===== config.mk =====
export PLATFORM = sky130hd
export DESIGN_NAME = path_metric_unit
export DESIGN_NICKNAME = d
export VERILOG_FILES = /design/src/rtl/viterbi_pkg.sv /design/src/rtl/acs_cell.sv /design/src/rtl/path_metric_unit.sv
export SDC_FILE = /design/constraint.sdc
export NUM_CORES = 1
export LEC_CHECK = 0
export ABC_AREA = 1
export CAP_MARGIN = 20
export CORE_AREA = 5 5 155 157
export CTS_CLUSTER_DIAMETER = 50
export CTS_CLUSTER_SIZE = 16
export DETAILED_ROUTE_END_ITERATION = 12
export DIE_AREA = 0 0 160 162
export MAX_ROUTING_LAYER = met4
export PLACE_DENSITY = 0.85
export SYNTH_ARGS = -nofsm -noshare
export SYNTH_HDL_FRONTEND = slang
export SYNTH_HIERARCHICAL = 1
export SYNTH_SLANG_ARGS = --single-unit

===== constraint.sdc =====
create_clock -name clk -period 11.5 [get_ports clk]
set_input_delay 2.3 -clock clk [delete_from_list [all_inputs] [get_ports clk]]
set_output_delay 2.3 -clock clk [all_outputs]
set_load 0.01 [all_outputs]

===== src/rtl/viterbi_pkg.sv =====
// Shared constants, trellis helper and FSM encoding for the K=4, 8-state Viterbi decoder.
package viterbi_pkg;

  localparam int N_STATES = 8;
  localparam int BM_W     = 2;
  localparam int S_W      = 3;

  typedef enum logic {
    ST_IDLE,
    ST_RUN
  } pmu_state_e;

  // Predecessor of state s on branch j: the oldest register bit is shifted out as j.
  function automatic logic [S_W-1:0] pred(input logic [S_W-1:0] s, input logic j);
    return {s[1:0], j};
  endfunction

endpackage


===== src/rtl/acs_cell.sv =====
// One add-compare-select slice: two candidate sums, survivor pick, and the reduction
// to PM_W bits (saturating unless PMU_NORM_EN is defined, where overflow cannot occur).
module acs_cell
  import viterbi_pkg::*;
#(
  parameter int PM_W = 8
) (
  input  logic [PM_W-1:0] i_pm0,
  input  logic [PM_W-1:0] i_pm1,
  input  logic [BM_W-1:0] i_bm0,
  input  logic [BM_W-1:0] i_bm1,
  output logic            o_dec,
  output logic [PM_W-1:0] o_pm
);

  localparam int CW = PM_W + 1;

  logic [CW-1:0] w_c0;
  logic [CW-1:0] w_c1;
  logic [CW-1:0] w_sel;

  assign w_c0  = {1'b0, i_pm0} + CW'(i_bm0);
  assign w_c1  = {1'b0, i_pm1} + CW'(i_bm1);
  // Strict compare: a tie keeps branch 0.
  assign o_dec = (w_c1 < w_c0);
  assign w_sel = o_dec ? w_c1 : w_c0;

`ifdef PMU_NORM_EN
  logic w_unused_carry;
  assign w_unused_carry = w_sel[PM_W];
  assign o_pm           = w_sel[PM_W-1:0];
`else
  assign o_pm = w_sel[PM_W] ? {PM_W{1'b1}} : w_sel[PM_W-1:0];
`endif

endmodule


===== src/rtl/path_metric_unit.sv =====
// ACS stage of the 8-state Viterbi decoder: path-metric registers, decisions, run FSM and a
// two-stage best-state search. Define PMU_NORM_EN for MSB normalization instead of saturation.
module path_metric_unit
  import viterbi_pkg::*;
#(
  parameter int PM_W    = 8,
  parameter int PM_INIT = 2**(PM_W-2)
) (
  input  logic                  clk,
  input  logic                  rst_n,
  input  logic                  start,
  input  logic                  valid_in,
  input  logic [4*N_STATES-1:0] bm,
  output logic                  valid_out,
  output logic [N_STATES-1:0]   dec,
  output logic                  best_valid,
  output logic [S_W-1:0]        best_state,
  output logic [PM_W-1:0]       best_pm
);

  typedef logic [PM_W-1:0] pm_t;
  typedef struct packed {
    logic [S_W-1:0] idx;
    pm_t            pm;
  } cand_t;

  pmu_state_e          r_state;
  pmu_state_e          w_state_next;
  pm_t                 r_pm      [N_STATES];
  pm_t                 w_acs_pm  [N_STATES];
  pm_t                 w_pm_next [N_STATES];
  logic [N_STATES-1:0] w_dec;
  logic [N_STATES-1:0] r_dec;
  logic                r_valid_out;
  logic                w_accept;
  cand_t               w_s1 [N_STATES/2];
  cand_t               r_s1 [N_STATES/2];
  logic                r_s1_valid;
  cand_t               w_m01;
  cand_t               w_m23;
  cand_t               w_best;
  cand_t               r_best;
  logic                r_best_valid;

  for (genvar s = 0; s < N_STATES; s++) begin : g_acs
    acs_cell #(.PM_W(PM_W)) u_acs (
      .i_pm0 (r_pm[pred(S_W'(s), 1'b0)]),
      .i_pm1 (r_pm[pred(S_W'(s), 1'b1)]),
      .i_bm0 (bm[4*s +: BM_W]),
      .i_bm1 (bm[4*s+2 +: BM_W]),
      .o_dec (w_dec[s]),
      .o_pm  (w_acs_pm[s])
    );
  end

`ifdef PMU_NORM_EN
  logic w_all_msb;

  // NOTE: every signal written in always_comb gets a default first so no latch is inferred.
  always_comb begin
    w_all_msb = 1'b1;
    for (int s = 0; s < N_STATES; s++) w_all_msb &= w_acs_pm[s][PM_W-1];
    for (int s = 0; s < N_STATES; s++) begin
      w_pm_next[s] = w_acs_pm[s];
      if (w_all_msb) w_pm_next[s][PM_W-1] = 1'b0;
    end
  end
`else
  // NOTE: every signal written in always_comb gets a default first so no latch is inferred.
  always_comb begin
    for (int s = 0; s < N_STATES; s++) w_pm_next[s] = w_acs_pm[s];
  end
`endif

  always_comb begin
    w_state_next = r_state;
    if (start) w_state_next = ST_RUN;
  end

  // start wins over a coincident symbol, which is then dropped.
  assign w_accept = (r_state == ST_RUN) && valid_in && !start;

  // NOTE: the eight metrics are ordinary flops, so they take the async reset like all other state.
  always_ff @(posedge clk or negedge rst_n) begin
    if (!rst_n) begin
      r_state     <= ST_IDLE;
      r_valid_out <= 1'b0;
      r_dec       <= '0;
      for (int s = 0; s < N_STATES; s++) r_pm[s] <= '0;
    end else begin
      // NOTE: non-blocking assignments keep every flop sampling pre-edge values.
      r_state     <= w_state_next;
      r_valid_out <= w_accept;
      if (start) begin
        r_pm[0] <= '0;
        for (int s = 1; s < N_STATES; s++) r_pm[s] <= pm_t'(PM_INIT);
      end else if (w_accept) begin
        r_pm  <= w_pm_next;
        r_dec <= w_dec;
      end
    end
  end

  always_comb begin
    for (int p = 0; p < N_STATES/2; p++) begin
      if (w_pm_next[2*p+1] < w_pm_next[2*p]) begin
        w_s1[p].idx = S_W'(2*p + 1);
        w_s1[p].pm  = w_pm_next[2*p+1];
      end else begin
        w_s1[p].idx = S_W'(2*p);
        w_s1[p].pm  = w_pm_next[2*p];
      end
    end
  end

  // Lower-index operand sits on the right of each compare so ties keep the lower state.
  assign w_m01  = (r_s1[1].pm < r_s1[0].pm) ? r_s1[1] : r_s1[0];
  assign w_m23  = (r_s1[3].pm < r_s1[2].pm) ? r_s1[3] : r_s1[2];
  assign w_best = (w_m23.pm < w_m01.pm) ? w_m23 : w_m01;

  always_ff @(posedge clk or negedge rst_n) begin
    if (!rst_n) begin
      r_s1_valid   <= 1'b0;
      r_best_valid <= 1'b0;
      r_best       <= '0;
      for (int p = 0; p < N_STATES/2; p++) r_s1[p] <= '0;
    end else begin
      r_s1_valid   <= w_accept;
      r_best_valid <= r_s1_valid;
      if (w_accept) r_s1 <= w_s1;
      if (r_s1_valid) r_best <= w_best;
    end
  end

  assign valid_out  = r_valid_out;
  assign dec        = r_dec;
  assign best_valid = r_best_valid;
  assign best_state = r_best.idx;
  assign best_pm    = r_best.pm;

endmodule


==> results_dict.tcl <==
set metrics [dict create \
    finClkSkew_ps 8.96 \
    synthTopCellsByCount "nand2_1, inv_1, ha_1" \
    hp-class "flip-flop to flip-flop" \
    synth.avg_cell_area_sq_um 6.82 \
    instances_no_fill 2194 \
    wl_um 33200 \
    final_area_sq_um 14000 \
    grt_pass1_vias 11500 \
    place_area_sq_um 13400 \
    crit_arrival_ps 7020 \
    crit_fanout 17 \
    fin_crit_ps 6740 \
    wl_met3_um 2510 \
    drt_first_pass_iters 7 \
    synth_top_family_by_area "simple AND/OR/NAND/NOR gates" \
    wl_per_cell_um 15.1 \
    ys.flop_type "dfrtp_1" \
    cts_resized 0 \
    report.final.slew_viol_count 0 \
    worst_pin_slew_ps 1020 \
    clockBufferDepth 2 \
    port_buffers 56 \
    drcViolationCount 0 \
    chipWidth_um 160 \
    cts_max_level 4 \
    cts_buffers 17 \
    drive_gt1_frac 0.0828 \
    post_cts_buffers 0 \
    final_nets 2093 \
    crit_required_ps 11780 \
    min_from "r_state$_DFFE_PN0P_" \
    clk_pin_slew_worst_paths_ps 60 \
    gr-total-overflow 0 \
    io_pins 57 \
    reg2reg_slack_ps 6630 \
    whs_endpoint "r_state$_DFFE_PN0P_" \
    gp_congestion 0.960 \
    yosys-top-cells-area "dfrtp_1, nand2_1, ha_1" \
    synthArstFlopShare 1.00 \
    vias 12100 \
    clkLatencyLatePin_ps 430 \
    synth_compound_area_frac 0.114 \
    num_antenna_cells 0 \
    wl_met2_um 15800 \
    r2r-start "r_pm[40]$_DFFE_PN0P_" \
    die_area_sq_um 25900 \
    synth.largest_area_cell "dfrtp_1" \
    rr_endpoint "r_s1[17]$_DFFE_PN0P_" \
    synthToLayoutAreaGrowth_pct 11.1 \
    final_hold_viol_count 0 \
    rsz0062_at_grt "no" \
    ys_seq_area_frac 0.244 \
    start_util 0.564 \
    status "complete, no violations" \
    yosys_warnings 6 \
    synth_cell_type_count 37 \
    maxCapViolCount 0 \
    top_layer "met4" \
    synth_nets 2048 \
    reg2reg_depth 23 \
    postSynthCellCount 1851 \
    cts-root-buf "clkbuf_16" \
    cts_tree "built" \
    hpwlAfterDp_um 25900 \
    m1WireLength_um 14000 \
    finalCritPeriodShare 0.586 \
    setup_tns_ps 0 \
    ys_seq_elements 123 \
    synth-adder-area-share 0.169 \
    antenna_found_initial 0 \
    chipHeight_um 162 \
    row_count 55 \
    holdBufCountCts 0 \
    crit_type "primary input to flip-flop" \
    end_kind "flip-flop" \
    grt_max_degree 90 \
    drt.antenna.violating_nets 0 \
    crit_path_start_kind "primary input" \
    grt_pass1_wl_um 56000 \
    maxSlewHeadroom 0.315 \
    yosysTopAreaCellShare 0.244 \
    setup_viol 0 \
    syn_area_sq_um 12600 \
    grt_usage 0.268 \
    synthXorXnorAreaFrac 0.0333 \
    timing.fmax_ghz 0.148 \
    core_area_sq_um 22400 \
    numClockSinks 123 \
    min_delay_path_depth 1 \
    post_drt_via_cell_ratio 5.50 \
    drtIter0Drc 1067 \
    synth_edf_count 0 \
    post-synth-top-count-cell "nand2_1" \
    synth_simple_gate_area_frac 0.334 \
    muxShareOfSynthArea 0 \
    place_inst 2159 \
]
[through the flow]
| step | setup slack [ps] | hold WS (ps) | util |
|---|---|---|---|
| after global routing | 4350 | 499 | 0.627 |
| after CTS | 4780 | 470 | 0.625 |
| after floorplan | 5680 | 437 | - |
| final | 4760 | 468 | 0.627 |
| after global placement | 4450 | 451 | 0.599 |
| after detailed placement | 4340 | 452 | 0.599 |
[flip-flops by register name (all words and copies together) (netlist names)]
| register | count |
|---|---|
| best_state | 3 |
| r_s1_valid | 1 |
| best_valid | 1 |
| dec | 8 |
| best_pm | 8 |
| r_state | 1 |
| r_s1 | 37 |
| r_pm | 64 |
[how the worst max path moves through the flow]
stage               startpoint                   end  cells past startpoint
finish                  bm[16]  r_s1[17]$_DFFE_PN0P_                     25
global route            bm[20]  r_s1[14]$_DFFE_PN0P_                     23
CTS                     bm[20]  r_s1[17]$_DFFE_PN0P_                     24
detailed placement      bm[20]  r_s1[17]$_DFFE_PN0P_                     24
global placement        bm[16]  r_s1[15]$_DFFE_PN0P_                     25
floorplan               bm[16]  r_s1[17]$_DFFE_PN0P_                     27
[final cells by class]
type / count / area (sq um)
Clock inverter: 13 / 145
Tap cell: 285 / 357
Sequential cell: 123 / 3080
Multi-Input combinational cell: 1385 / 8220
Fill cell: 1930 / 8350
Clock buffer: 19 / 443
Timing Repair Buffer: 63 / 628
Inverter: 306 / 1150
[critical path, stage by stage]
cell	delay, ps
clkdlybuf4s50_1	460
ha_1	150
inv_1	50
fa_1	420
nor2_4	160
nand2_2	100
nor2_4	110
xnor2_1	200
ha_1	310
nand2_1	70
nand2_1	60
a21oi_2	160
nand3_2	230
inv_2	200
nand2_1	70
nand3_1	120
inv_1	110
ha_1	280
a21boi_0	120
o211ai_1	160
nand2_1	80
nand4_1	70
o211ai_1	400
o21ai_0	470
o21ai_0	160
[cell families (layout without fill, tap and decap cells)]
logic type,count (synthesis),count (layout)
and+or+nand+nor,934,934
AOI/OAI and AO/OA,242,242
DFF,123,123
xor gates and xnor gates,48,48
adders and majority gates,161,161
buffers and inverters,343,401
[metal layers]
| layer | global-route usage | up-vias |
|---|---|---|
| li1 | - | 5972 |
| met2 | 0.439 | 438 |
| met5 | - | - |
| met3 | 0.0449 | 75 |
| met4 | 0.0810 | 0 |
| met1 | 0.344 | 5590 |
[placed cells by master, fill, tap and decap left out, types with 5 or more instances in the layout]
cell type          n
nand2_1          646
inv_1            292
ha_1             145
dfrtp_1          123
o21ai_0          119
nand3_1          109
a21oi_1           60
clkdlybuf4s50_1   55
nor2_1            54
xor2_1            40
nand4_1           32
nand2_2           24
nand3_2           20
a22o_1            19
nand2_4           18
clkbuf_16         17
fa_1              16
inv_2             14
nor2_2            12
a21o_1            12
nor2_4             9
xnor2_1            8
o211ai_1           7
or2_2              6
buf_4              6
clkinv_4           5
Power is not shown: default switching activity piles up to over one toggle a cycle in this logic, so the estimate is an artifact.
